===== src/rtl/unidade_controle_temporizada_if.sv =====
// Control-unit signal bundle: game-flow inputs from the datapath and the decoded control outputs.
// Purely combinational wiring, no latency of its own.
// No backpressure: inputs are level/pulse flags sampled by the control unit every cycle.
interface unidade_controle_temporizada_if;
    logic       iniciar;
    logic       tem_jogada;
    logic       fim_jogo;
    logic       escolhe_macro;

    logic       sinal_macro;
    logic       troca_jogador;
    logic       zeraR_macro;
    logic       zeraR_micro;
    logic       zeraEdge;
    logic       registraR_macro;
    logic       registraR_micro;
    logic       pronto;
    logic       jogar_macro;
    logic       jogar_micro;
    logic       timeout;
    logic [1:0] jogador_atual;
    logic [3:0] db_estado;

    // Datapath / stimulus side
    modport master (
        output iniciar, tem_jogada, fim_jogo, escolhe_macro,
        input  sinal_macro, troca_jogador, zeraR_macro, zeraR_micro, zeraEdge,
               registraR_macro, registraR_micro, pronto, jogar_macro, jogar_micro,
               timeout, jogador_atual, db_estado
    );

    // Control unit side
    modport slave (
        input  iniciar, tem_jogada, fim_jogo, escolhe_macro,
        output sinal_macro, troca_jogador, zeraR_macro, zeraR_micro, zeraEdge,
               registraR_macro, registraR_micro, pronto, jogar_macro, jogar_micro,
               timeout, jogador_atual, db_estado
    );
endinterface


===== src/rtl/unidade_controle_temporizada.sv =====
// Move-sequencing FSM for a macro/micro board game with per-move timeout and player rotation.
// Moore outputs: every control output follows the state register, one edge after the causing input.
// No backpressure: tem_jogada is a one-cycle pulse consumed only while waiting for a move.
module unidade_controle_temporizada #(
    parameter int N_JOGADORES    = 2,
    parameter int TIMEOUT_CICLOS = 1000,
    parameter int TW             = 16,
    parameter int MODO_LIVRE     = 0
) (
    input  logic                           clock,
    input  logic                           reset,
    unidade_controle_temporizada_if.slave  bus
);

    typedef enum logic [3:0] {
        INICIAL        = 4'h0,
        PREPARACAO     = 4'h1,
        JOGA_MACRO     = 4'h2,
        REGISTRA_MACRO = 4'h3,
        JOGA_MICRO     = 4'h4,
        REGISTRA_MICRO = 4'h5,
        TROCA_JOGADOR  = 4'h6,
        DECIDE_MACRO   = 4'h7,
        ESTOURO        = 4'h8,
        FIM            = 4'hF
    } estado_t;

    localparam logic [TW-1:0] LIMITE    = TW'(TIMEOUT_CICLOS);
    // Only meaningful when the timeout is enabled; expiry is gated below otherwise.
    localparam logic [TW-1:0] LIMITE_M1 = TW'(TIMEOUT_CICLOS - 1);
    localparam logic [1:0]    ULTIMO    = 2'(N_JOGADORES - 1);

    estado_t       estado;
    estado_t       proximo;
    logic [TW-1:0] contador;
    logic [1:0]    jogador;
    logic          aguardando;
    logic          expirou;

    // Waiting for a player input in either board; the timeout only runs here.
    assign aguardando = (estado == JOGA_MACRO) || (estado == JOGA_MICRO);

    // A move arriving on the last allowed cycle beats the timeout.
    assign expirou = (TIMEOUT_CICLOS != 0) && aguardando && !bus.tem_jogada
                     && (contador == LIMITE_M1);

    // State register with asynchronous reset back to inicial.
    always_ff @(posedge clock or posedge reset) begin
        if (reset) estado <= INICIAL;
        else       estado <= proximo;
    end

    // Next-state decode.
    always_comb begin
        proximo = INICIAL;
        case (estado)
            INICIAL:        proximo = bus.iniciar ? PREPARACAO : INICIAL;
            PREPARACAO:     proximo = JOGA_MACRO;
            JOGA_MACRO: begin
                if (bus.tem_jogada) proximo = REGISTRA_MACRO;
                else if (expirou)   proximo = ESTOURO;
                else                proximo = JOGA_MACRO;
            end
            REGISTRA_MACRO: proximo = JOGA_MICRO;
            JOGA_MICRO: begin
                if (bus.tem_jogada) proximo = REGISTRA_MICRO;
                else if (expirou)   proximo = ESTOURO;
                else                proximo = JOGA_MICRO;
            end
            REGISTRA_MICRO: proximo = TROCA_JOGADOR;
            TROCA_JOGADOR:  proximo = bus.fim_jogo ? FIM : DECIDE_MACRO;
            DECIDE_MACRO:   proximo = (bus.escolhe_macro || (MODO_LIVRE != 0)) ? PREPARACAO
                                                                                : JOGA_MICRO;
            ESTOURO:        proximo = PREPARACAO;
            FIM:            proximo = bus.iniciar ? INICIAL : FIM;
            default:        proximo = INICIAL;
        endcase
    end

    // Per-move timeout counter: restarts on each entry to a waiting state, saturates at the limit.
    always_ff @(posedge clock or posedge reset) begin
        if (reset) begin
            contador <= '0;
        end else if (((proximo == JOGA_MACRO) || (proximo == JOGA_MICRO)) && (proximo != estado)) begin
            contador <= '0;
        end else if (aguardando && (contador < LIMITE)) begin
            contador <= contador + 1'b1;
        end
    end

    // Player rotation: cleared when a new game starts, advanced when a turn ends or times out.
    always_ff @(posedge clock or posedge reset) begin
        if (reset) begin
            jogador <= '0;
        end else if ((estado == INICIAL) && (proximo == PREPARACAO)) begin
            jogador <= '0;
        end else if ((estado == TROCA_JOGADOR) || (estado == ESTOURO)) begin
            jogador <= (jogador == ULTIMO) ? 2'd0 : jogador + 2'd1;
        end
    end

    // Moore output decode from the current state.
    always_comb begin
        bus.sinal_macro     = 1'b0;
        bus.troca_jogador   = 1'b0;
        bus.zeraR_macro     = 1'b0;
        bus.zeraR_micro     = 1'b0;
        bus.zeraEdge        = 1'b0;
        bus.registraR_macro = 1'b0;
        bus.registraR_micro = 1'b0;
        bus.pronto          = 1'b0;
        bus.jogar_macro     = 1'b0;
        bus.jogar_micro     = 1'b0;
        bus.timeout         = 1'b0;
        case (estado)
            INICIAL: begin
                bus.zeraR_macro = 1'b1;
                bus.zeraR_micro = 1'b1;
                bus.zeraEdge    = 1'b1;
            end
            PREPARACAO: begin
                bus.zeraR_macro = 1'b1;
                bus.zeraR_micro = 1'b1;
            end
            JOGA_MACRO: begin
                bus.jogar_macro = 1'b1;
                bus.sinal_macro = 1'b1;
            end
            REGISTRA_MACRO: begin
                bus.registraR_macro = 1'b1;
                bus.sinal_macro     = 1'b1;
            end
            JOGA_MICRO:     bus.jogar_micro     = 1'b1;
            REGISTRA_MICRO: bus.registraR_micro = 1'b1;
            TROCA_JOGADOR:  bus.troca_jogador   = 1'b1;
            DECIDE_MACRO: begin
                bus.zeraR_micro     = 1'b1;
                bus.registraR_macro = 1'b1;
            end
            ESTOURO: begin
                bus.zeraR_micro   = 1'b1;
                bus.troca_jogador = 1'b1;
                bus.timeout       = 1'b1;
            end
            FIM:            bus.pronto = 1'b1;
            default: begin
                bus.sinal_macro = 1'b0;
            end
        endcase
    end

    assign bus.db_estado     = estado;
    assign bus.jogador_atual = jogador;

endmodule


===== src/flat_wrapper.sv =====
// flat-port wrapper written by rule: the top's interface ports become plain ports
module unidade_controle_temporizada_flat 
#(
    parameter int N_JOGADORES    = 2,
    parameter int TIMEOUT_CICLOS = 1000,
    parameter int TW             = 16,
    parameter int MODO_LIVRE     = 0
)
  (clock, reset, bus_iniciar, bus_tem_jogada, bus_fim_jogo, bus_escolhe_macro, bus_sinal_macro, bus_troca_jogador, bus_zeraR_macro, bus_zeraR_micro, bus_zeraEdge, bus_registraR_macro, bus_registraR_micro, bus_pronto, bus_jogar_macro, bus_jogar_micro, bus_timeout, bus_jogador_atual, bus_db_estado);
  unidade_controle_temporizada_if bus_i ();
  input  logic clock;
  input  logic reset;
  input wire logic [$bits(bus_i.iniciar)-1:0] bus_iniciar;
  input wire logic [$bits(bus_i.tem_jogada)-1:0] bus_tem_jogada;
  input wire logic [$bits(bus_i.fim_jogo)-1:0] bus_fim_jogo;
  input wire logic [$bits(bus_i.escolhe_macro)-1:0] bus_escolhe_macro;
  output wire logic [$bits(bus_i.sinal_macro)-1:0] bus_sinal_macro;
  output wire logic [$bits(bus_i.troca_jogador)-1:0] bus_troca_jogador;
  output wire logic [$bits(bus_i.zeraR_macro)-1:0] bus_zeraR_macro;
  output wire logic [$bits(bus_i.zeraR_micro)-1:0] bus_zeraR_micro;
  output wire logic [$bits(bus_i.zeraEdge)-1:0] bus_zeraEdge;
  output wire logic [$bits(bus_i.registraR_macro)-1:0] bus_registraR_macro;
  output wire logic [$bits(bus_i.registraR_micro)-1:0] bus_registraR_micro;
  output wire logic [$bits(bus_i.pronto)-1:0] bus_pronto;
  output wire logic [$bits(bus_i.jogar_macro)-1:0] bus_jogar_macro;
  output wire logic [$bits(bus_i.jogar_micro)-1:0] bus_jogar_micro;
  output wire logic [$bits(bus_i.timeout)-1:0] bus_timeout;
  output wire logic [$bits(bus_i.jogador_atual)-1:0] bus_jogador_atual;
  output wire logic [$bits(bus_i.db_estado)-1:0] bus_db_estado;
  assign bus_i.iniciar = bus_iniciar;
  assign bus_i.tem_jogada = bus_tem_jogada;
  assign bus_i.fim_jogo = bus_fim_jogo;
  assign bus_i.escolhe_macro = bus_escolhe_macro;
  assign bus_sinal_macro = bus_i.sinal_macro;
  assign bus_troca_jogador = bus_i.troca_jogador;
  assign bus_zeraR_macro = bus_i.zeraR_macro;
  assign bus_zeraR_micro = bus_i.zeraR_micro;
  assign bus_zeraEdge = bus_i.zeraEdge;
  assign bus_registraR_macro = bus_i.registraR_macro;
  assign bus_registraR_micro = bus_i.registraR_micro;
  assign bus_pronto = bus_i.pronto;
  assign bus_jogar_macro = bus_i.jogar_macro;
  assign bus_jogar_micro = bus_i.jogar_micro;
  assign bus_timeout = bus_i.timeout;
  assign bus_jogador_atual = bus_i.jogador_atual;
  assign bus_db_estado = bus_i.db_estado;
  unidade_controle_temporizada #(.N_JOGADORES(N_JOGADORES), .TIMEOUT_CICLOS(TIMEOUT_CICLOS), .TW(TW), .MODO_LIVRE(MODO_LIVRE)) u_core (.clock(clock), .reset(reset), .bus(bus_i));
endmodule

===== config.mk =====
export PLATFORM = sky130hd
export DESIGN_NAME = unidade_controle_temporizada_flat
export DESIGN_NICKNAME = d
export VERILOG_FILES = /design/src/rtl/unidade_controle_temporizada_if.sv /design/src/rtl/unidade_controle_temporizada.sv /design/src/flat_wrapper.sv
export SDC_FILE = /design/constraint.sdc
export NUM_CORES = 1
export LEC_CHECK = 0
export ABC_AREA = 0
export CELL_PAD_IN_SITES_DETAIL_PLACEMENT = 1
export CELL_PAD_IN_SITES_GLOBAL_PLACEMENT = 1
export CORE_ASPECT_RATIO = 0.5
export CORE_MARGIN = 4
export CORE_UTILIZATION = 36
export DETAILED_ROUTE_END_ITERATION = 10
export GPL_TIMING_DRIVEN = 0
export PLACE_DENSITY = 0.72
export SYNTH_ARGS = -nofsm -noshare
export SYNTH_HDL_FRONTEND = slang
export SYNTH_SLANG_ARGS = --single-unit

===== constraint.sdc =====
create_clock -name clock -period 2 [get_ports clock]
set_input_delay 0.3 -clock clock [delete_from_list [all_inputs] [get_ports clock]]
set_output_delay 0.3 -clock clock [all_outputs]
set_load 0.01 [all_outputs]

Word level (Yosys, flattened, before mapping)
Index checks and enable logic that the tools add are counted.

Multiplexer cells: 25. $add $sub $neg: 2. Equal/unequal tests: 15. Reductions and logical operators: 17. Magnitude comparators: 1.

Operator list (number): $pmux 4 s10 (1); $mux 16 (2); $mux 4 (6); $eq 4x3->1 const B (5); $add 16x1->16 const B (1); $eq 16x10->1 const B (1); $lt 16x10->1 const B (1); $eq 4x2->1 const B (3); $mux 1 (12); $eq 4x1->1 const B (2); $eq 4x4->1 const B (2); $reduce_or 2->1 (4); $mux 2 (3); $logic_and 1x1->1 (5); $logic_not 4->1 (1); $ne 4x4->1 (1); $reduce_bool 2->1 (2); $reduce_or 4->1 (1); $logic_or 1x1->1 (3); $mux 3 (1); $add 2x1->2 const B (1); $eq 2x1->1 const B (1); $logic_not 1->1 (1).

Bits of input ports: 6. Output and inout bits: 17. Word-level logic and storage cells: 63. Bits in registers: 22.

Longest topological paths before layout
Gate-level depths: netlist of the first run.

Depth after elaboration: 11. Gate-level depth with buffers: 9.

Worst setup path before layout of the first run
No wires, ideal clock.

Path type: reg-to-reg. From: reg u_core.estado[0], in the netlist u_core.bus.db_estado[0]. To: reg u_core.contador[0]. Stages on the path, launching flop included: 9. Data arrival time: 1.887 ns. Path buffers: 3. Data required time: 1.927 ns. Slack: 0.040 ns. Path through: dfrtp_1 > buf_6 > or4_4 > nor3_2 > nand4_1 > and4b_1 > buf_6 > buf_12 > a21oi_2.

Longest elaborated chain between the ends: 11. Elaborated cells between the ends (all ways): 26. Classes of those cells: eq/ne (12); mux (6); reduce/logical (8).

RTL lines: start, declared (RTL line unidade_controle_temporizada.sv:33) `estado_t estado;`; start signal, assigned (RTL line unidade_controle_temporizada.sv:50) `else estado <= proximo;`; $eq 4x2->1 / $eq 4x3->1 (equally long branches) (RTL line unidade_controle_temporizada.sv:41, unidade_controle_temporizada.sv:56); $logic_or 1x1->1 (RTL line unidade_controle_temporizada.sv:41) `assign aguardando = (estado == JOGA_MACRO) || (estado == JOGA_MICRO);`; $logic_and 1x1->1 (RTL line unidade_controle_temporizada.sv:44) `assign expirou = (TIMEOUT_CICLOS != 0) && aguardando && !bus.tem_jogada`; $logic_and 1x1->1 (RTL line unidade_controle_temporizada.sv:45) `&& (contador == LIMITE_M1);`; $mux 4 (on tied branches) (RTL line unidade_controle_temporizada.sv:61, unidade_controle_temporizada.sv:67); $mux 4 (on tied branches) (RTL line unidade_controle_temporizada.sv:60, unidade_controle_temporizada.sv:66); $pmux 4 s10 (RTL line unidade_controle_temporizada.sv:56) `case (estado)`; $eq 4x2->1 / $eq 4x3->1 (equally long branches) (RTL line unidade_controle_temporizada.sv:84) `end else if (((proximo == JOGA_MACRO) || (proximo == JOGA_MICRO)) && (proximo != estado)) begin`; $logic_or 1x1->1 (RTL line unidade_controle_temporizada.sv:84); $logic_and 1x1->1 (RTL line unidade_controle_temporizada.sv:84); $mux 16 / $reduce_bool 2->1 (equally long branches); end signal, assigned (RTL line unidade_controle_temporizada.sv:87) `contador <= contador + 1'b1;`; end, declared (RTL line unidade_controle_temporizada.sv:35) `logic [TW-1:0] contador;`.

Several ways; a longest one is shown, not always the timed one. A chain may end at the register's enable or synchronous reset.

Worst setup path in the final report of the first run
From: reg u_core.estado[0], in the netlist u_core.bus.db_estado[0]. To: reg u_core.contador[9].

Same word-level chain as after synthesis.

==> results of run 1 <==
==> power by group through the flow <==
| stage | clock network, uW | logic [uW] | registers (uW) |
|---|---|---|---|
| 2_1_floorplan | 0 | 1160 | 577 |
| 4_1_cts | 346 | 2030 | 555 |
| 6_report | 336 | 2240 | 556 |
| 3_5_place_dp | 0 | 1690 | 570 |
| 5_1_grt | 359 | 2420 | 565 |
| 3_3_place_gp | 0 | 1680 | 566 |
==> per-layer routing <==
metal | track usage [%] | vias to the layer above | wire, um
met5 | 0 | - | 0
met4 | 4.368 | 0 | 53
met3 | 2.632 | 11 | 129
met2 | 29.02 | 39 | 2090
met1 | 22.79 | 669 | 2037
li1 | - | 653 | -
==> layout make-up <==
type / instances / area, sq um
buffer: 11 / 123.9
clock buffer: 4 / 55.05
fill: 426 / 1628
inverter: 9 / 33.78
multi-input combinational: 116 / 867.1
sequential: 22 / 551.8
tap: 51 / 63.81
timing repair buffer: 34 / 317.8
==> kinds of logic after synthesis <==
group                    count (synthesis)
AO/OA/AOI/OAI                           47
XOR/XNOR                                 9
adder cells (fa/ha/maj)                  1
buffers and inverters                   20
flip-flops                              22
multiplexers                             2
AND/OR/NAND/NOR                         57
==> cells in the mapped netlist (2+ instances only) <==
cell / count / area share (%)
clkbuf_1: 3 / 0.78
nand3b_1: 2 / 1.0
nor4_1: 3 / 1.3
nand2_1: 11 / 2.8
nand4_1: 5 / 2.2
buf_2: 4 / 1.4
o31ai_1: 2 / 1.0
o21ai_0: 9 / 3.1
dfrtp_1: 22 / 38
mux2i_1: 2 / 1.4
nand3_1: 7 / 2.4
a21boi_0: 6 / 3.1
or4_4: 2 / 1.6
and3_1: 3 / 1.3
o21a_1: 2 / 1.0
a22oi_1: 2 / 1.0
o211ai_1: 2 / 1.0
a21oi_1: 6 / 2.1
buf_6: 2 / 1.6
xor2_1: 8 / 4.8
inv_1: 9 / 2.3
nor2_1: 11 / 2.8
a21oi_2: 9 / 5.4
nor3_1: 6 / 2.1
==> worst max-delay path by stage <==
stage / from / to / slack, ps / depth (start not counted)
3_5_place_dp: bus_iniciar / u_core.contador[6]$_DFFE_PP0P_ / -310 / 7
3_3_place_gp: bus_iniciar / u_core.contador[9]$_DFFE_PP0P_ / -320 / 7
5_1_grt: u_core.contador[14]$_DFFE_PP0P_ / u_core.contador[14]$_DFFE_PP0P_ / -160 / 7
2_1_floorplan: u_core.bus.db_estado[0]$_DFF_PP0_ / u_core.contador[0]$_DFFE_PP0P_ / 40 / 8
4_1_cts: u_core.bus.db_estado[2]$_DFF_PP0_ / bus_timeout / -70 / 4
6_report: u_core.bus.db_estado[0]$_DFF_PP0_ / u_core.contador[9]$_DFFE_PP0P_ / -60 / 8
==> per-stage QoR <==
| stage | hold WS, ps | area, sq um | total power [uW] |
|---|---|---|---|
| detailed placement | 473.4 | 1735 | 2256 |
| floorplan | 289.2 | 1451 | 1735 |
| CTS | 503.7 | 1936 | 2934 |
| finish | 507.1 | 2013 | 3128 |
| global placement | 492.4 | 1735 | 2246 |
| global route | 533.0 | 2013 | 3340 |
==> state kept, by name, indices dropped and copies added, names as in the netlist <==
register                  flops
u_core.bus.db_estado          4
u_core.contador              16
u_core.bus.jogador_atual      2
==> worst max-delay path, stage by stage, from the launching register on <==
cell and delay, ps:
dfrtp_1 400, buf_6 140, or4_4 460, nor3_4 200, nand4_1 150, and4b_1 250
buf_6 140, buf_12 130, a2bb2oi_2 110
==> timing repair <==
action,CTS,global route
cloned,1,0
gates resized for setup,40,20
buffers inserted,7,5
setup endpoints to repair,27,24
pin swaps,2,4
==> flow_summary.ini, run 1 <==
[clock_tree]
cts-hold-fix-buffers = 0
cts_sinks = 22
cts.clk_slew.worst_paths_ps = 80
htreeDepth = 1
root_buffer = clkbuf_8
cts_tree = built
cts_buffer_depth = 2
clk_latency_ps = 270
cts_buffers = 3

[sta]
setup_viol_count_final = 12
period_share_pct = 103.1
finClkSkew_ps = 1.489
slew_violations = 0
hold_viol_final = 0
slew_headroom_pct = 38.95
worst_pin_slew_ps = 914.7
layout_min_cycle_time_ps = 2063
rsz0062_at_grt = true
layout_setup_ws_ps = -62.70
final.setup.tns_ps = -635.3
fmax_ghz = 0.4848

[final_layout]
final_core_util_pct = 55.29
syn2layout_area_growth_pct = 38.71
final_cell_mix = dfrtp_1 (21), clkdlybuf4s50_1 (12), buf_4 (11)
final_common_cell = dfrtp_1
antennaDiodeCount = 0
fin_cells = 247
final_nets = 204
drive_gt1_share_pct = 31.12

[synthesis]
synth-seq-cells = 22
ys_seq_area_share_pct = 37.93
ys.flop_type = dfrtp_1
synth_compound_area_share_pct = 25.34
syn_area_per_cell_sq_um = 9.186
syn-cell-area_sq_um = 1451
yosysUniqueCellTypes = 44
synth_xor_xnor_area_share_pct = 5.431
synthArstFlopShare_pct = 100.0
yosys.area_share.simple_pct = 21.38
synthCells = 158
synth-edff-count = 0
ys_warn_count = 0
syn-num-nets = 165
muxShareOfSynthArea_pct = 1.379
yosys.area_share.adder_pct = 0.8621
synth_top_family_by_area = compound AO/OA/AOI/OAI gates

[status]
failed_checks = negative setup slack
status = complete, but fails checks

[setup_path]
r2r_end = u_core.contador[9]$_DFFE_PP0P_
critPathLaunchType = register
r2r_cells = 8
critPathCaptureType = register
crit_type = register to register
worstReg2RegStart = u_core.bus.db_estado[0]$_DFF_PP0_
crit_arrival_ps = 2270
crit_required_ps = 2200
crit_fanout = 7
r2r_setup_slack_ps = -60

[worst_hold_path]
hold_end = u_core.bus.jogador_atual[1]$_DFFE_PP0P_
hold_depth = 1
hp-class = register to register
holdCritStartpoint = u_core.bus.jogador_atual[0]$_DFFE_PP0P_

[power]
p_sw_uw = 1406
power.density_nw_per_um2 = 1554
intPower_uw = 1722
combPwrFrac_pct = 71.5
seqPwrFrac_pct = 17.8
switching_share_pct = 44.96
p_leak_uw = 0.0008817
ir_worst_vdd_v = 0.0005847
p_clk_share_pct = 10.7

[routing]
drt_iter0_drc = 27
drc = 0
ant_nets = 0
num_vias = 1372
totalWireLength_um = 4311
viasPerCell = 5.555
drt-pass1-iter-count = 5
wl_per_cell_um = 17.45

[die]
die_x_um = 97.80
core_area_sq_um = 3641
row_count = 15
start_util_pct = 39.86
ios = 23
die_y_um = 52.90
dieArea_sq_um = 5173

[flow_run]
maxCapViolations = 0

[global_route]
gr-total-overflow = 0
grt_first_pass_wirelength_um = 6906
grt_max_degree = 23
antenna_found_initial = 0
grt.total_usage_pct = 16.96
first_global_vias = 1382

[placement]
routabilityCongestion = 0.8239
dp.cells = 231
place.port_buffers = 22
dpl.hpwl_um = 2676
place_ws_ps = -311.4
Note: power is estimated with default switching activity, not from simulation.
==> inputs of run 2 (changes only) <==
- CELL_PAD_IN_SITES_DETAIL_PLACEMENT: 1 -> 0
- SKIP_CTS_REPAIR_TIMING: not set -> 1
==> run 2 against run 1 <==
Net effect:
- the flow still finishes with violations (negative setup slack)
- critical path depth shrank 4
- combinational power down 9.4%
- sequential power rose by 1%
- clock power increased by 26%
==> flow_summary.ini, run 2 (synthesis gave the netlist of run 1 again) <==
[routing]
wl_per_cell_um = 15.37
ant_nets = 0
drt-pass1-iter-count = 4
drt_iter0_drc = 53
num_vias = 1314
viasPerCell = 5.475
totalWireLength_um = 3688
drc = 0

[setup_path]
crit_required_ps = 1700
critPathCaptureType = output port
crit_slowest_cell = clkdlybuf4s50_1
cp_cell_sequence = buf_6 > nor3_1 > and2_1 > clkdlybuf4s50_1
crit_arrival_ps = 1820
crit_type = register to output port
critPathLaunchType = register
crit_fanout = 9
slowest_delay_ps = 530

[sta]
period_share_pct = 106.2
holdWs_ps = 504.3
fmax_ghz = 0.4708
hold_viol_final = 0
slew_violations = 0
layout_min_cycle_time_ps = 2124
layout_setup_ws_ps = -123.9
slew_headroom_pct = 40.12
final.setup.tns_ps = -536.9
worst_pin_slew_ps = 897.2
rsz0062_at_grt = true
finClkSkew_ps = 3.026
setup_viol_count_final = 12

[flow_run]
maxCapViolations = 0

[final_layout]
syn2layout_area_growth_pct = 36.03
final_common_cell = dfrtp_1
final_cell_mix = dfrtp_1 (21), clkdlybuf4s50_1 (14), a21oi_2 (10), nand2_1 (10)
largest_register_ff_count = 16
regMostFlops = u_core.contador
antennaDiodeCount = 0
final_nets = 197
final_core_util_pct = 54.23
drive_gt1_share_pct = 25.93

[worst_hold_path]
hp-class = register to register

[global_route]
grt_first_pass_wirelength_um = 5975
grt_max_degree = 23
grt.total_usage_pct = 14.65
first_global_vias = 1257
antenna_found_initial = 0
gr-total-overflow = 0

[power]
power.density_nw_per_um2 = 1526
p_leak_uw = 0.0009076
total_power_uw = 3014
ir_worst_vdd_v = 0.0006814

[placement]
place.port_buffers = 22
place_ws_ps = -343.3
dpl.hpwl_um = 2501
routabilityCongestion = 0.8239

[clock_tree]
clk_latency_ps = 270
cts_buffers = 3
htreeDepth = 1
cts_tree = built
cts_buffer_depth = 2
cts_sinks = 22
cts.clk_slew.worst_paths_ps = 80
root_buffer = clkbuf_8

[die]
die_x_um = 97.80
dieArea_sq_um = 5173
die_y_um = 52.90
core_area_sq_um = 3641
row_count = 15
start_util_pct = 39.86
ios = 23

[status]
status = complete, but fails checks
failed_checks = negative setup slack
[run 2: path summary, 6_finish.rpt]
kind	from	endpoint	slack, ps	cells past startpoint
worst max-delay path	u_core.bus.db_estado[0]$_DFF_PP0_	bus_timeout	-120	4
worst max register to register	u_core.bus.db_estado[3]$_DFF_PP0_	u_core.contador[1]$_DFFE_PP0P_	-40	7
min in group asynchronous	reset	u_core.contador[8]$_DFFE_PP0P_	520	2
max in group asynchronous	reset	u_core.bus.db_estado[3]$_DFF_PP0_	870	2
worst min-delay path	u_core.bus.jogador_atual[0]$_DFFE_PP0P_	u_core.bus.jogador_atual[1]$_DFFE_PP0P_	500	1
worst min register to register	u_core.bus.jogador_atual[0]$_DFFE_PP0P_	u_core.bus.jogador_atual[1]$_DFFE_PP0P_	500	1
[run 2: final cells by class]
| type | count | area (sq um) |
|---|---|---|
| Inverter | 9 | 37.54 |
| Clock buffer | 3 | 41.29 |
| Buffer | 11 | 107.6 |
| Clock inverter | 1 | 30.03 |
| Fill cell | 347 | 1667 |
| Sequential cell | 22 | 551.8 |
| Tap cell | 51 | 63.81 |
| Multi-Input combinational cell | 116 | 854.6 |
| Timing Repair Buffer | 27 | 287.8 |
[run 2: power breakdown]
group | total [uW] | switching, uW | internal [uW] | leakage [uW]
Sequential | 563 | 54.4 | 508 | 0.000298
Clock | 425 | 158 | 267 | 0.0000357
Combinational | 2030 | 1100 | 925 | 0.000574
Total | 3010 | 1310 | 1700 | 0.000908
[run 2: metrics by stage]
stage | cells | area (sq um)
2_1_floorplan | 158 | 1451
3_3_place_gp | 231 | 1735
3_5_place_dp | 231 | 1735
4_1_cts | 235 | 1807
5_1_grt | 240 | 1974
6_report | 240 | 1974
[run 2: metal layers]
metal  up-vias  track usage (%)  part of all wire (%)
met4         0            3.448                  0.81
met3         2            3.816                   5.7
li1        638                -                     -
met1       630            19.90                    48
met2        44            23.58                    45
met5         -                0                     0
[run 2: worst max-delay path: cells and delay by family, from the launching register on]
kind | cells | cell delay, ps
buffers and inverters | 2 | 670
flip-flops | 1 | 390
AND/OR/NAND/NOR | 2 | 500
